==> src/rtl/alu_arb_pkg.sv <==
// Shared types and constants for the two-port shared-ALU arbiter.
// Optional grant statistics are enabled with the ALU_ARB_STATS_EN macro.
package alu_arb_pkg;

  localparam int ALU_WIDTH = 32;

  typedef enum logic [2:0] {
    OP_AND = 3'b000,
    OP_OR  = 3'b001,
    OP_XOR = 3'b010,
    OP_ADD = 3'b011,
    OP_SUB = 3'b100,
    OP_SLT = 3'b101
  } alu_op_t;

  typedef enum logic {
    IDLE = 1'b0,
    RESP = 1'b1
  } arb_state_t;

  // Encodings above OP_SLT are reserved and flagged as errors.
  function automatic logic is_legal_op(input logic [2:0] op);
    return (op <= 3'b101);
  endfunction

endpackage

==> src/rtl/alu_core.sv <==
// Combinational ALU function block: (op, a, b) -> (result, err).
module alu_core
  import alu_arb_pkg::*;
#(
  parameter int WIDTH = ALU_WIDTH
) (
  input  logic [2:0]       op,
  input  logic [WIDTH-1:0] a,
  input  logic [WIDTH-1:0] b,
  output logic [WIDTH-1:0] result,
  output logic             err
);

  logic slt;

  assign slt = ($signed(a) < $signed(b));

  // Function select; ADD/SUB wrap naturally at WIDTH bits.
  always_comb begin
    result = '0;
    err    = 1'b0;
    case (op)
      OP_AND:  result = a & b;
      OP_OR:   result = a | b;
      OP_XOR:  result = a ^ b;
      OP_ADD:  result = a + b;
      OP_SUB:  result = a - b;
      OP_SLT:  result = {{(WIDTH-1){1'b0}}, slt};
      default: begin
        result = '0;
        err    = ~is_legal_op(op);
      end
    endcase
  end

endmodule

==> src/rtl/alu_share_arb.sv <==
// Round-robin arbiter and response sequencer for one shared ALU.
// Define ALU_ARB_STATS_EN to add the per-port grant counters.
module alu_share_arb
  import alu_arb_pkg::*;
#(
  parameter int WIDTH = ALU_WIDTH,
  parameter int CNT_W = 16
) (
  input  logic             clk,
  input  logic             reset,
  input  logic [1:0]       req_valid,
  output logic [1:0]       req_ready,
  input  logic [2:0]       req_op0,
  input  logic [2:0]       req_op1,
  input  logic [WIDTH-1:0] req_a0,
  input  logic [WIDTH-1:0] req_b0,
  input  logic [WIDTH-1:0] req_a1,
  input  logic [WIDTH-1:0] req_b1,
  output logic             rsp_valid,
  input  logic             rsp_ready,
  output logic             rsp_id,
  output logic [WIDTH-1:0] rsp_result,
  output logic             rsp_zero,
`ifdef ALU_ARB_STATS_EN
  output logic             rsp_err,
  output logic [CNT_W-1:0] grant_cnt0,
  output logic [CNT_W-1:0] grant_cnt1
`else
  output logic             rsp_err
`endif
);

  arb_state_t       state;
  logic             last_grant;
  logic             any_valid;
  logic             grant_port;
  logic             accept;
  logic [2:0]       sel_op;
  logic [WIDTH-1:0] sel_a;
  logic [WIDTH-1:0] sel_b;
  logic [WIDTH-1:0] alu_result;
  logic             alu_err;

  assign any_valid = |req_valid;
  assign accept    = (state == IDLE) && any_valid;

  // On a tie the port that did not win last time is granted.
  always_comb begin
    grant_port = 1'b0;
    if (req_valid == 2'b11) begin
      grant_port = ~last_grant;
    end else if (req_valid[1]) begin
      grant_port = 1'b1;
    end else begin
      grant_port = 1'b0;
    end
  end

  // Ready is only offered to the granted port while idle.
  always_comb begin
    req_ready = 2'b00;
    if (accept) begin
      if (grant_port) begin
        req_ready = 2'b10;
      end else begin
        req_ready = 2'b01;
      end
    end else begin
      req_ready = 2'b00;
    end
  end

  // Operand mux feeding the shared function block.
  always_comb begin
    sel_op = req_op0;
    sel_a  = req_a0;
    sel_b  = req_b0;
    if (grant_port) begin
      sel_op = req_op1;
      sel_a  = req_a1;
      sel_b  = req_b1;
    end else begin
      sel_op = req_op0;
      sel_a  = req_a0;
      sel_b  = req_b0;
    end
  end

  alu_core #(
    .WIDTH (WIDTH)
  ) u_core (
    .op     (sel_op),
    .a      (sel_a),
    .b      (sel_b),
    .result (alu_result),
    .err    (alu_err)
  );

  // FSM with registered response; reset drops any pending response.
  always_ff @(posedge clk) begin
    if (reset) begin
      state      <= IDLE;
      last_grant <= 1'b1;
      rsp_valid  <= 1'b0;
      rsp_id     <= 1'b0;
      rsp_result <= '0;
      rsp_zero   <= 1'b0;
      rsp_err    <= 1'b0;
    end else begin
      case (state)
        IDLE: begin
          if (accept) begin
            state      <= RESP;
            last_grant <= grant_port;
            rsp_valid  <= 1'b1;
            rsp_id     <= grant_port;
            rsp_result <= alu_result;
            rsp_zero   <= (alu_result == '0);
            rsp_err    <= alu_err;
          end
        end
        RESP: begin
          if (rsp_ready) begin
            state     <= IDLE;
            rsp_valid <= 1'b0;
          end
        end
        default: begin
          state     <= IDLE;
          rsp_valid <= 1'b0;
        end
      endcase
    end
  end

`ifdef ALU_ARB_STATS_EN
  // Per-port accept counters, wrapping at 2^CNT_W.
  always_ff @(posedge clk) begin
    if (reset) begin
      grant_cnt0 <= '0;
      grant_cnt1 <= '0;
    end else if (accept) begin
      if (grant_port) begin
        grant_cnt1 <= grant_cnt1 + {{(CNT_W-1){1'b0}}, 1'b1};
      end else begin
        grant_cnt0 <= grant_cnt0 + {{(CNT_W-1){1'b0}}, 1'b1};
      end
    end
  end
`endif

endmodule

==> config.mk <==
export PLATFORM = sky130hd
export DESIGN_NAME = alu_share_arb
export DESIGN_NICKNAME = d
export VERILOG_FILES = /design/src/rtl/alu_arb_pkg.sv /design/src/rtl/alu_core.sv /design/src/rtl/alu_share_arb.sv
export SDC_FILE = /design/constraint.sdc
export NUM_CORES = 1
export LEC_CHECK = 0
export CAP_MARGIN = 20
export CORE_AREA = 2 2 163 117
export CTS_CLUSTER_DIAMETER = 200
export DETAILED_ROUTE_END_ITERATION = 8
export DIE_AREA = 0 0 165 119
export DONT_BUFFER_PORTS = 1
export SYNTH_ARGS = -nofsm -noshare
export SYNTH_HDL_FRONTEND = slang
export SYNTH_SLANG_ARGS = --single-unit
==> constraint.sdc <==
create_clock -name clk -period 7.6 [get_ports clk]
set_input_delay 1.52 -clock clk [delete_from_list [all_inputs] [get_ports clk]]
set_output_delay 1.52 -clock clk [all_outputs]
set_load 0.02 [all_outputs]
==> reports/metrics.csv, run 1 <==
stage,metric,value,unit
grt,grt_pass1_vias,8288,
grt,grt-ovfl-total,0,
sta,rsz0062_at_grt,false,
sta,slew_headroom,0.251,
synth,ys_seq_area_frac,0.0949,
grt,antenna_found_initial,0,
synth,synth_edf_count,0,
sta,layout_setup_ws,816,ps
floorplan,start_util,0.437,
sta,period_needed,6780,ps
cells_and_area,regArea,761,sq um
cts,htreeDepth,2,
floorplan,die_area,0.0196,sq mm
cts,clock-sinks,38,
synth,yosysWarnings,0,
cells_and_area,fillCellCount,1998,
synth,synth_seq_cells,38,
setup_path,cp.arrival,7010,ps
synth,synth_area_leaders,"ha_1 (15%), nand2_1 (12%), dfxtp_1 (9.5%)",
sta,fmax,147,MHz
route,post-route-drc-count,0,
synth,syn_area,0.00802,sq mm
cells_and_area,layout-drive-gt1-share,0.0481,
pwr,irDropWorstVdd,0.142,mV
route,initialDrtViolationCount,974,
cts,root_buffer,clkbuf_16,
floorplan,core_area,0.0183,sq mm
setup_path,crit_path_end_kind,flip-flop,
route,wire_per_inst,22.1,um
route,wl,32000,um
grt,grt.busiest_layer,met1,
setup_path,cp_max_fo,31,
cells_and_area,area_growth_syn_to_layout,3.87,%
floorplan,ios,177,
cts,cts_buffers,5,
pwr,p_per_area,178,mW/mm^2
setup_path,crit_type,input pin to flip-flop,
sta,finalCritPeriodShare,0.893,
placement,pre_cts_ws,784,ps
grt,use_met1,0.477,
cells_and_area,multi_input_area,0.00664,sq mm
min_path,worst_hold_path_type,flip-flop to flip-flop,
synth,synth_nets,1497,
synth,synth.avg_cell_area,6.38,sq um
setup_path,required,7820,ps
sta,slew_viol_final,0,
route,routed-via-count,9207,
grt,grt_max_degree,59,
cells_and_area,antenna_cells,0,
run_status,outcome,"complete, no violations",
cts,ctsHoldBuffers,0,
floorplan,fp.dieW,165,um
placement,numPortBuffers,0,
sta,finalSetupViolCount,0,
synth,async_reset_ff_frac,0,
synth,synth_cell_types,74,
synth,synthFlopType,dfxtp_1,
cts,clk_latency,280,ps
sta,fin_tns_setup,0,ps
pwr,p_leak,3.79,nW
sta,skew,4.85,ps
setup_path,crit_path_start_kind,input pin,
cts,max-clock-path-buffers,2,
cts,postCtsResizedCells,0,
floorplan,fp.dieH,119,um
route,via_per_inst,6.36,
sta,tightest_slew,1100,ps
synth,synth_cells,1257,
grt,use_met2,0.442,
synth,synth_top_area_frac,0.155,
job,drv_cap,0,
grt,grtUsageMet3,0.104,
grt,grt_pass1_wl,48500,um
cells_and_area,finish.net_count,1446,
floorplan,row_count,42,
route,ant_nets,0,
placement,post-dp-hpwl,25300,um
cts,clk_pin_slew_worst_paths,60,ps
grt,globalRouteTotalUtil,0.320,
synth,yosysTopAreaCell,ha_1,
placement,gp_congestion,0.999,
cts,postCtsSetupRepairBufs,0,
cts,cts_tree,yes,
route,firstDrtPassIters,6,
sta,hold_viol_final,0,
metrics by stage:
step | hold slack (ps) | std cells | area [sq um] | util | power [mW]
detailed placement | 553 | 1441 | 8190 | 0.446 | 1.24
global route | 570 | 1447 | 8330 | 0.454 | 1.58
CTS | 562 | 1447 | 8330 | 0.454 | 1.45
global placement | 551 | 1441 | 8190 | 0.446 | 1.25
finish | 562 | 1447 | 8330 | 0.454 | 1.48
floorplan | 463 | 1257 | 8020 | - | 0.974
final timing paths:
kind	from	endpoint	slack [ps]	cells after the start
worst max register to register	last_grant	rsp_zero	1670	15
worst min register to register	rsp_result[31]	rsp_result[31]	560	2
worst min-delay path	rsp_result[31]	rsp_result[31]	560	2
worst max-delay path	req_valid[1]	rsp_zero	820	15
layout make-up:
type / count / share of cell area
multi-input cells: 1048 / 0.798
flip-flops and latches: 38 / 0.0914
inverters: 98 / 0.0442
well taps: 242 / 0.0364
clock buffers: 6 / 0.0167
repair buffers: 15 / 0.0135
Yosys cell counts, types with 10 or more instances:
library cell,count
a211oi_1,33
a21oi_1,116
a31oi_1,12
buf_1,11
clkbuf_1,58
dfxtp_1,38
ha_1,99
inv_1,96
mux2_2,11
mux2i_1,21
nand2_1,256
nand2b_1,13
nand3_1,21
nand4_1,10
nor2_1,122
nor2b_1,11
nor3_1,32
nor4_1,16
o211ai_1,12
o21ai_0,43
o22ai_1,21
o31ai_1,21
xnor2_1,14
power by group:
part	internal [mW]	leakage, nW	switching (mW)
Clock	0.127	0.0688	0.0749
Sequential	0.223	0.314	0.0470
Combinational	0.334	3.40	0.675
cells in the final DEF (no fill, tap or decap), types with 12 or more instances in the layout:
cell / netlist / final
nor2_1: 122 / 121
nand2_1: 256 / 256
a31oi_1: 12 / 12
o211ai_1: 12 / 12
a21oi_1: 116 / 116
buf_4: 0 / 15
inv_1: 96 / 96
mux2i_1: 21 / 19
a211oi_1: 33 / 33
o21ai_0: 43 / 42
dfxtp_1: 38 / 38
o22ai_1: 21 / 21
ha_1: 99 / 99
nand2b_1: 13 / 13
nand3_1: 21 / 21
o31ai_1: 21 / 21
nor4_1: 16 / 16
xnor2_1: 14 / 14
nor3_1: 32 / 32
sequential cells by signal, summed over array words and instances, names as in the netlist:
name,count
last_grant,1
rsp_err,1
state,1
rsp_zero,1
rsp_result,32
rsp_valid,1
rsp_id,1
critical path: stages:
cell	delay, ps
a21boi_4	710
buf_4	330
nand2_1	70
nand2_1	100
ha_1	470
inv_1	200
a221oi_1	730
o21ai_0	210
a311oi_1	410
mux2_2	390
a211o_1	280
a2111oi_0	920
nand4_1	220
nor4_1	260
a32o_1	160
cells by family after synthesis:
logic type,after synthesis,synth area share
muxes,32,0.0417
adders and majority gates,101,0.160
buffers and inverters,171,0.0815
and+or+nand+nor,526,0.290
xor gates and xnor gates,14,0.0153
DFF,38,0.0949
AOI/OAI and AO/OA,375,0.317
layer usage:
metal | vias up | part of all wire
met5 | - | 0
met4 | 0 | 0.020
met3 | 55 | 0.13
met2 | 587 | 0.39
met1 | 4187 | 0.46
li1 | 4378 | -
Note: power is estimated with default switching activity, not from simulation.
==> run 2: changes to the inputs <==
ABC_CLOCK_PERIOD_IN_PS = 7600   (was not set)
CORE_AREA = 8 8 169 123   (was 2 2 163 117)
DIE_AREA = 0 0 177 131   (was 0 0 165 119)
==> run 2 against run 1 <==
Critical path depth unchanged. Wire length grew 0.62%. Clock power rose by 14%. Largest power group unchanged. Highest routed layer unchanged.
==> reports/metrics.csv, run 2 (same netlist as run 1, synthesis figures left out) <==
stage,metric,value,unit,change
grt,grt-ovfl-total,0,,unchanged
grt,grt_max_degree,58,,-1.7%
cells_and_area,final_common_cell,nand2_1,,
pwr,seqPwrFrac,0.182,,about the same
sta,hold_viol_final,0,,unchanged
cells_and_area,finish.net_count,1446,,unchanged
floorplan,start_util,0.437,,unchanged
setup_path,required,7820,ps,about the same
setup_path,crit_type,input pin to flip-flop,,
setup_path,crit_start,req_valid[1],,
route,routed-via-count,9172,,-0.38%
cells_and_area,largest-register,rsp_result,,
placement,gp_congestion,0.959,,-4.1%
placement,post-dp-hpwl,25800,um,+1.9%
route,via_per_inst,6.33,,-0.52%
sta,slew_viol_final,0,,unchanged
cts,max-clock-path-buffers,2,,unchanged
setup_path,cp.depth,15,,unchanged
setup_path,crit_path_start_kind,input pin,,
setup_path,r2r-end,rsp_zero,,
route,firstDrtPassIters,5,,-1
grt,grt_pass1_wl,48600,um,about the same
floorplan,ios,177,,unchanged
sta,slew_headroom,0.391,,+0.140
placement,dp_cells,1441,,unchanged
pwr,p_int,0.710,mW,+3.9%
cells_and_area,layout-drive-gt1-share,0.0497,,+0.00158
cts,postCtsSetupRepairBufs,0,,unchanged
pwr,p_leak,3.80,nW,+0.34%
cts,root_buffer,clkbuf_16,,
floorplan,fp.dieW,177,um,+7.3%
pwr,p_per_area,180,mW/mm^2,+1.1%
cells_and_area,layout_common_cells,"nand2_1 (256), nor2_1 (121), a21oi_1 (116), ha_1 (99), inv_1 (96)",,
cells_and_area,fin_util,0.455,,+0.00143
sta,tightest_slew,891,ps,-204 ps
route,initialDrtViolationCount,1216,,+25%
sta,finalCritPeriodShare,0.866,,-0.0270
pwr,total_power,1.50,mW,+1.4%
setup_path,cp.buffers_inverters,2,,unchanged
setup_path,cp-endpoint,rsp_zero,,
setup_path,crit_path_end_kind,flip-flop,,
setup_path,max_stage_delay,770,ps,-150 ps
cts,cts_tree,yes,,
floorplan,row_count,42,,unchanged
cells_and_area,area_growth_syn_to_layout,4.20,%,
cts,cts_buffers,5,,unchanged
grt,grt_pass1_vias,8345,,+0.69%
grt,globalRouteTotalUtil,0.265,,-0.0549
sta,whs,565,ps,+2.95 ps
cts,postCtsResizedCells,0,,unchanged
min_path,worst_hold_path_type,flip-flop to flip-flop,,
cts,htreeDepth,2,,unchanged
setup_path,crit_top_cell,nand2_1,,
pwr,power_frac_comb,0.664,,-0.017
sta,period_needed,6580,ps,-205 ps
pwr,p_switching,0.790,mW,-0.78%
pwr,irDropWorstVdd,0.167,mV,+18%
setup_path,worstReg2RegStart,last_grant,,
run_status,outcome,"complete, no violations",,
setup_path,path_cells,a21boi_4 > buf_4 > nand2_1 > nand2_1 > ha_1 > inv_1 > a221oi_1 > o21ai_0 > a311oi_1 > mux2_2 > a211o_1 > a2111oi_0 > nand4_1 > nor4_1 > a32o_1,,
cts,clk_pin_slew_worst_paths,60,ps,about the same
setup_path,ff2ff_setup_slack,1890,ps,+220 ps
setup_path,r2r_cells,15,,unchanged
sta,finalSetupViolCount,0,,unchanged
sta,rsz0062_at_grt,false,,
job,drv_cap,0,,unchanged
setup_path,crit_family,compound AO/OA/AOI/OAI gates,,
floorplan,fp.dieH,131,um,+10%
cts,clk_latency,280,ps,about the same
cells_and_area,antenna_cells,0,,unchanged
cts,ctsHoldBuffers,0,,unchanged
cts,clock-sinks,38,,unchanged
placement,numPortBuffers,0,,unchanged
sta,fmax,152,MHz,+3.1%
cells_and_area,final_cells,1449,,+0.14%
setup_path,cp_max_fo,32,,+3.2%
sta,fin_tns_setup,0,ps,unchanged
floorplan,die_area,0.0232,sq mm,+18%
route,post-route-drc-count,0,,unchanged
cells_and_area,largest_register_ffs,32,,unchanged
route,wl,32200,um,+0.62%
setup_path,cp.arrival,6800,ps,-210 ps
route,wire_per_inst,22.2,um,+0.48%
floorplan,core_area,0.0183,sq mm,unchanged
grt,antenna_found_initial,0,,unchanged
setup_path,cp_slowest_cell,a2111oi_0,,
sta,skew,2.94,ps,-1.91 ps
pwr,clockPowerShare,0.154,,+0.018
route,ant_nets,0,,unchanged
pwr,switching_share,0.527,,-0.0115
[run 2: final cells by class]
type | instances | area (sq um)
clock inverter | 3 | 40.0
clock buffer | 5 | 125
multi-input combinational | 1048 | 6640
fill | 1956 | 9990
timing repair buffer | 15 | 113
tap | 242 | 303
inverter | 98 | 368
sequential | 38 | 761
[run 2: worst min-delay path by stage]
stage | startpoint | end | slack [ps] | cells past startpoint
detailed placement | rsp_result[21] | rsp_result[21] | 560 | 2
floorplan | last_grant | last_grant | 460 | 2
global placement | rsp_result[21] | rsp_result[21] | 560 | 2
CTS | rsp_result[21] | rsp_result[21] | 570 | 2
global route | rsp_result[21] | rsp_result[21] | 590 | 2
finish | rsp_result[21] | rsp_result[21] | 560 | 2
[run 2: per-layer routing]
metal	track usage	up-vias	wire length, um	part of all wire
met3	0.0945	60	4380	0.14
met1	0.371	4182	14400	0.45
met5	0	-	0	0
met4	0.0690	0	850	0.026
li1	-	4379	-	-
met2	0.374	551	12600	0.39
[run 2: stage by stage]
stage / setup WS (ps) / area (sq um)
after floorplan: 1340 / 8020
after detailed placement: 893 / 8190
final: 1020 / 8350
after CTS: 1170 / 8350
after global placement: 1060 / 8190
after global routing: 779 / 8350
[run 2: tightest hold or removal path, delay by kind of cell, from the launching register on]
| kind | cells | cell delay [ps] |
|---|---|---|
| flip-flops | 1 | 380 |
| AND/OR/NAND/NOR | 1 | 80 |
| AO/OA/AOI/OAI | 1 | 60 |
[run 2: power by group through the flow]
stage | Sequential, mW | Combinational, mW | Clock, mW
detailed placement | 0.277 | 0.961 | 0
floorplan | 0.266 | 0.708 | 0
CTS | 0.273 | 0.968 | 0.235
finish | 0.273 | 0.997 | 0.231
global placement | 0.277 | 0.965 | 0
global route | 0.276 | 1.08 | 0.245
==> run 3: changes to the inputs <==
SKIP_CTS_REPAIR_TIMING = 1   (was not set)
==> results of run 3 <==
The final DEF is identical to that of run 2; final timing and power are the same.
